File: src/rtl/dm_pkg.sv
// Debug-module DMI types shared by the debug transport and this controller.
// Mirrors the dm_top request/response layout: {addr, op, data} and {data, resp}.
package dm;

    typedef enum logic [1:0] {
        DTM_NOP   = 2'h0,
        DTM_READ  = 2'h1,
        DTM_WRITE = 2'h2
    } dtm_op_e;

    typedef struct packed {
        logic [6:0]  addr;
        dtm_op_e     op;
        logic [31:0] data;
    } dmi_req_t;

    typedef struct packed {
        logic [31:0] data;
        logic [1:0]  resp;
    } dmi_resp_t;

endpackage

File: src/rtl/tapasco_dmi_pkg.sv
// Shared types and helpers for the TaPaSCo-side DMI access sequencer.
// Holds the controller state encoding, host status codes and DMI response codes.
package tapasco_dmi_pkg;

    typedef enum logic [2:0] {
        IDLE,
        REQ,
        RESP,
        BACKOFF,
        DONE
    } state_t;

    typedef enum logic [1:0] {
        ST_OK       = 2'd0,
        ST_TIMEOUT  = 2'd1,
        ST_FAILED   = 2'd2,
        ST_BUSY_EXH = 2'd3
    } status_t;

    localparam logic [1:0] RESP_OK     = 2'b00;
    localparam logic [1:0] RESP_FAILED = 2'b10;
    localparam logic [1:0] RESP_BUSY   = 2'b11;

    // Counter width able to hold 0..n, never narrower than one bit.
    function automatic int unsigned cnt_width(input int unsigned n);
        return (n == 0) ? 1 : $clog2(n + 1);
    endfunction

    // Final host status for a response that ends the access; the reserved code is reported as a failure.
    function automatic status_t resp_to_status(input logic [1:0] resp);
        status_t st;
        case (resp)
            RESP_OK:   st = ST_OK;
            RESP_BUSY: st = ST_BUSY_EXH;
            default:   st = ST_FAILED;
        endcase
        return st;
    endfunction

endpackage

File: src/rtl/tapasco_dmi_ctrl.sv
// Turns a level host register request into one dm_top DMI valid/ready transaction,
// retrying BUSY responses with a backoff and aborting attempts that exceed the timeout.
module tapasco_dmi_ctrl
    import tapasco_dmi_pkg::*;
#(
    parameter int unsigned MAX_RETRY      = 3,
    parameter int unsigned BACKOFF_CYCLES = 4,
    parameter int unsigned TIMEOUT_CYCLES = 1024
) (
    input  logic          clk_i,
    input  logic          rst_i,
    input  logic          host_req_i,
    input  logic          host_wr_i,
    input  logic [6:0]    host_addr_i,
    input  logic [31:0]   host_wdata_i,
    output logic          host_busy_o,
    output logic          host_done_o,
    output logic [31:0]   host_rdata_o,
    output logic [1:0]    host_status_o,
    output logic          host_overrun_o,
    output logic          dmi_req_valid_o,
    input  logic          dmi_req_ready_i,
    output dm::dmi_req_t  dmi_req_o,
    input  logic          dmi_resp_valid_i,
    output logic          dmi_resp_ready_o,
    input  dm::dmi_resp_t dmi_resp_i
);

    localparam int unsigned RETRY_W  = cnt_width(MAX_RETRY);
    localparam int unsigned BO_W     = cnt_width(BACKOFF_CYCLES);
    localparam int unsigned TO_W     = cnt_width(TIMEOUT_CYCLES);
    localparam int unsigned BO_LIMIT = (BACKOFF_CYCLES == 0) ? 0 : BACKOFF_CYCLES - 1;
    localparam int unsigned TO_LIMIT = (TIMEOUT_CYCLES == 0) ? 0 : TIMEOUT_CYCLES - 1;

    state_t               state_q, state_d;
    status_t              status_q, status_d;
    logic                 host_req_q;
    logic                 start;
    logic                 wr_q;
    logic [6:0]           addr_q;
    logic [31:0]          wdata_q;
    logic [31:0]          rdata_q, rdata_d;
    logic [RETRY_W-1:0]   retry_q, retry_d;
    logic [BO_W-1:0]      bo_cnt_q;
    logic [TO_W-1:0]      to_cnt_q;
    logic                 overrun_q;
    logic                 timeout_hit;
    logic                 bo_done;
    logic                 in_flight;

    assign start       = host_req_i & ~host_req_q;
    assign in_flight   = (state_q == REQ) || (state_q == RESP);
    assign timeout_hit = (TIMEOUT_CYCLES != 0) && (to_cnt_q >= TO_W'(TO_LIMIT));
    assign bo_done     = (bo_cnt_q == BO_W'(BO_LIMIT));

    // A handshake or response in the timeout cycle wins, so accepted traffic is never abandoned.
    always_comb begin
        state_d  = state_q;
        status_d = status_q;
        rdata_d  = rdata_q;
        retry_d  = retry_q;
        unique case (state_q)
            IDLE: begin
                if (start) begin
                    retry_d = '0;
                    state_d = REQ;
                end
            end
            REQ: begin
                if (dmi_req_ready_i) begin
                    state_d = RESP;
                end else if (timeout_hit) begin
                    status_d = ST_TIMEOUT;
                    state_d  = DONE;
                end
            end
            RESP: begin
                if (dmi_resp_valid_i) begin
                    if (dmi_resp_i.resp == RESP_BUSY && retry_q < RETRY_W'(MAX_RETRY)) begin
                        retry_d = retry_q + RETRY_W'(1);
                        state_d = BACKOFF;
                    end else begin
                        status_d = resp_to_status(dmi_resp_i.resp);
                        if (!wr_q && dmi_resp_i.resp == RESP_OK) begin
                            rdata_d = dmi_resp_i.data;
                        end
                        state_d = DONE;
                    end
                end else if (timeout_hit) begin
                    status_d = ST_TIMEOUT;
                    state_d  = DONE;
                end
            end
            BACKOFF: begin
                if (bo_done) begin
                    state_d = REQ;
                end
            end
            DONE: begin
                state_d = IDLE;
            end
            default: begin
                state_d = IDLE;
            end
        endcase
    end

    always_ff @(posedge clk_i or posedge rst_i) begin
        if (rst_i) begin
            state_q    <= IDLE;
            status_q   <= ST_OK;
            host_req_q <= 1'b0;
            wr_q       <= 1'b0;
            addr_q     <= '0;
            wdata_q    <= '0;
            rdata_q    <= '0;
            retry_q    <= '0;
            overrun_q  <= 1'b0;
        end else begin
            state_q    <= state_d;
            status_q   <= status_d;
            rdata_q    <= rdata_d;
            retry_q    <= retry_d;
            host_req_q <= host_req_i;
            if (start && state_q == IDLE) begin
                wr_q    <= host_wr_i;
                addr_q  <= host_addr_i;
                wdata_q <= host_wdata_i;
            end
            // Start edges seen outside IDLE (including the DONE cycle) are dropped and flagged.
            if (start) begin
                overrun_q <= (state_q != IDLE);
            end
        end
    end

    // Timeout budget is per attempt: it restarts whenever REQ is re-entered from IDLE or BACKOFF.
    always_ff @(posedge clk_i or posedge rst_i) begin
        if (rst_i) begin
            bo_cnt_q <= '0;
            to_cnt_q <= '0;
        end else begin
            if (state_q == BACKOFF) begin
                bo_cnt_q <= bo_done ? '0 : bo_cnt_q + BO_W'(1);
            end else begin
                bo_cnt_q <= '0;
            end
            if (in_flight) begin
                to_cnt_q <= (to_cnt_q == TO_W'(TO_LIMIT)) ? to_cnt_q : to_cnt_q + TO_W'(1);
            end else begin
                to_cnt_q <= '0;
            end
        end
    end

    always_comb begin
        dmi_req_o.addr = addr_q;
        dmi_req_o.data = wdata_q;
        dmi_req_o.op   = dm::DTM_NOP;
        if (state_q == REQ) begin
            dmi_req_o.op = wr_q ? dm::DTM_WRITE : dm::DTM_READ;
        end
    end

    // Responses are also accepted in IDLE so stragglers from an aborted attempt get drained.
    assign dmi_resp_ready_o = ((state_q == IDLE) || (state_q == RESP)) && !rst_i;
    assign dmi_req_valid_o  = (state_q == REQ);
    assign host_busy_o      = (state_q != IDLE);
    assign host_done_o      = (state_q == DONE);
    assign host_rdata_o     = rdata_q;
    assign host_status_o    = status_q;
    assign host_overrun_o   = overrun_q;

endmodule

File: config.mk
export PLATFORM = sky130hd
export DESIGN_NAME = tapasco_dmi_ctrl
export DESIGN_NICKNAME = d
export VERILOG_FILES = /design/src/rtl/dm_pkg.sv /design/src/rtl/tapasco_dmi_pkg.sv /design/src/rtl/tapasco_dmi_ctrl.sv
export SDC_FILE = /design/constraint.sdc
export NUM_CORES = 1
export LEC_CHECK = 0
export BUFFER_PORTS_ARGS = -buffer_cell sky130_fd_sc_hd__buf_2
export CORE_MARGIN = 1
export CORE_UTILIZATION = 40
export CTS_BUF_LIST = sky130_fd_sc_hd__clkbuf_8
export DETAILED_ROUTE_END_ITERATION = 10
export GPL_TIMING_DRIVEN = 1
export PLACE_DENSITY = 0.68
export SLEW_MARGIN = 30
export SYNTH_ARGS = -nofsm -noshare
export SYNTH_HDL_FRONTEND = slang
export SYNTH_SLANG_ARGS = --single-unit
File: constraint.sdc
create_clock -name clk_i -period 5.8 [get_ports clk_i]
set_input_delay 0.87 -clock clk_i [delete_from_list [all_inputs] [get_ports clk_i]]
set_output_delay 0.87 -clock clk_i [all_outputs]
set_load 0.005 [all_outputs]
==> reports/summary.txt <==
=================================================================================
Outcome                                                              finished, final reports clean
Path type of the worst min-delay path                                     reg2reg
Number of top-level pins                                                      159
Post-synthesis sequential area ratio                                        0.584
PnR worst setup slack                                                     3.18 ns
Number of global-route vias before repair                                    2800
Design area                                                            5100 sq um
Core outline area                                                      9820 sq um
Highest net fanout along the worst path                                        10
Slew Viols, Final                                                               0
Congestion Overflow GR                                                          0
Slew headroom                                                               0.407
Worst IR drop on VDD                                                     0.199 mV
Post-Synthesis Mean Instance Area                                      14.3 sq um
Routed length per placed instance                                    14.7 microns
RSZ-0062 raised after global routing                                        false
Number of antenna violations at the first check in global routing               0
Post-Synthesis Cell Area                                               4070 sq um
Number of setup violations in the final report                                  0
Data arrival time of the worst path                                       1.75 ns
Nature of the critical path endpoint                                  output port
DRT Pass-1 Iters                                                                4
CP startpoint kind                                                           flop
Total number of H-tree levels                                                   3
Clock tree from TritonCTS                                                     yes
Via density per instance                                                     4.79
Core Rows                                                                      36
Count of cell types in the netlist                                             46
Non-Filler Instances                                                          581
Total die area                                                        10600 sq um
Actual slew at the worst max-slew pin                                    0.882 ns
Gate count of the mapped netlist                                              284
Clk slew on worst S/H paths                                               0.09 ns
Worst Hold Slack                                                         0.451 ns
Final Hold Vio Count                                                            0
Area leader, netlist                                                 sky130_fd_sc_hd__dfrtp_1
Wire length of the first global-routing pass                         12800 microns
Net count after synthesis                                                     366
Sink Count                                                                     95
Number of clock buffers inserted by TritonCTS                                   9
Final wirelength                                                     8560 microns
Post-CTS sizing                                                                 0
Final sum of negative setup slack                                            0 ns
Most instantiated library cell after synthesis                       sky130_fd_sc_hd__dfrtp_1
Post-CTS repair timing setup buffer count                                       0
Fraction of final layout cells sized beyond drive strength 1                0.565
P&R area growth vs syn                                                      25.3%
Final weighted congestion in routability-driven placement                   0.822
Number of input and output port buffers inserted                              158
Placed inst area                                                       4920 sq um
CTS Hold Buffers Added                                                          0
EDFF count, synth                                                               0
Synth cell count leaders                                             sky130_fd_sc_hd__dfrtp_1 (95), sky130_fd_sc_hd__mux2_2 (42), sky130_fd_sc_hd__mux2_4 (30)
Number of nets with antenna violations after routing                            0
Power, Total                                                              2.26 mW
Chip Height                                                           103 microns
Clock latency of the later-clocked register in the worst-skew pair        0.35 ns
Initial Utilization                                                         0.415
First-iteration detailed-routing DRC count                                     83
#FFs+latches synth                                                             95
Worst Path Class, Setup                                                   reg2out
Worst path required time                                                  4.93 ns
HPWL after detailed placement                                        6230 microns
Setup WS pre-CTS                                                          3.44 ns
Top cell type's share of synthesized area                                   0.584
Share of the core filled with cells in the final layout                     0.519
Pin count of the biggest net entering global routing                           62
Post-route minimum period                                                 2.62 ns
Clock root cell                                                      sky130_fd_sc_hd__clkbuf_8
Clock tree skew after final layout                                     0.00647 ns
Number of nets in the layout                                                  525
Die extent in x                                                       103 microns
Via count                                                                    2783
Number of maximum-capacitance violations                                        0
Number of buffers on the longest clock path                                     2
Power density over the cells                                          443 nW/um^2
Diodes inserted                                                                 0
Maximum clock frequency                                                 0.382 GHz
Warning count from the yosys run                                                0
DRC Markers                                                                     0
Reported leakage power                                                    2.67 nW
Tot GR Track Use                                                            0.158
Period Utilization, post-route                                              0.451
Synth top area cells                                                 sky130_fd_sc_hd__dfrtp_1 (58%), sky130_fd_sc_hd__mux2_2 (12%), sky130_fd_sc_hd__mux2_4 (11%)
Fraction of registers with async set or reset after synthesis                1.00
Primary FF master, synth                                             sky130_fd_sc_hd__dfrtp_1
Placed Cells                                                                  565
=================================================================================
[placed cells by master (no fill, tap or decap), drive strengths merged, types with 4 or more instances in the layout]
cell,instances
nand2,7
a21oi,6
clkbuf,10
nor3,11
nor2,16
mux2,72
dfrtp,95
nand3,4
inv,9
buf,160
[final timing paths]
check | startpoint | endpoint | slack, ns | cells after the start
worst max-delay path | state_q[0] | dmi_req_o[33] | 3.18 | 4
max in group asynchronous | rst_i | wdata_q[17] | 4.05 | 3
min in group asynchronous | rst_i | bo_cnt_q[0] | 0.57 | 2
worst min register to register | bo_cnt_q[0] | bo_cnt_q[0] | 0.45 | 1
worst max register to register | state_q[1] | host_rdata_o[13] | 3.63 | 4
worst min-delay path | bo_cnt_q[0] | bo_cnt_q[0] | 0.45 | 1
[cell type report]
class	instances	area, sq um
fill	889	4720
inverter	8	31.3
clock inverter	6	45.0
sequential	95	2380
multi-input combinational	169	1540
timing repair buffer	160	806
clock buffer	10	138
tap	133	166
[worst max-delay path, cell delays in order, from the launching register on]
cell and delay (ns):
sky130_fd_sc_hd__dfrtp_1 0.56, sky130_fd_sc_hd__or3b_2 0.53, sky130_fd_sc_hd__inv_1 0.09, sky130_fd_sc_hd__and2_1 0.12, sky130_fd_sc_hd__buf_2 0.10
[metal layers]
| metal | share of wire | vias up | track usage |
|---|---|---|---|
| met3 | 0.055 | 7 | 0.0366 |
| li1 | - | 1323 | - |
| met4 | 0.012 | 0 | 0.0574 |
| met5 | 0 | - | 0 |
| met2 | 0.52 | 80 | 0.285 |
| met1 | 0.41 | 1373 | 0.183 |
[where the power goes]
group | internal [mW] | switching (mW)
Sequential | 0.923 | 0.152
Clock | 0.169 | 0.228
Combinational | 0.478 | 0.307
[state kept, by name, summed over array words and instances, names as in the netlist, 2 cells and up]
name / cells
host_status_o: 2
retry_q: 2
to_cnt_q: 11
state_q: 3
bo_cnt_q: 3
wdata_q: 32
host_rdata_o: 32
addr_q: 7
[cells by family (layout without fill, tap and decap cells)]
group,Yosys count,in the layout,share of synthesized area
DFF,95,95,0.584
muxes,73,73,0.229
and+or+nand+nor,63,63,0.0873
AOI/OAI and AO/OA,26,26,0.0430
buffers and inverters,20,184,0.0384
xor gates and xnor gates,4,4,0.00861
adders and majority gates,3,3,0.00922
Power figures use the tool's default switching activity.
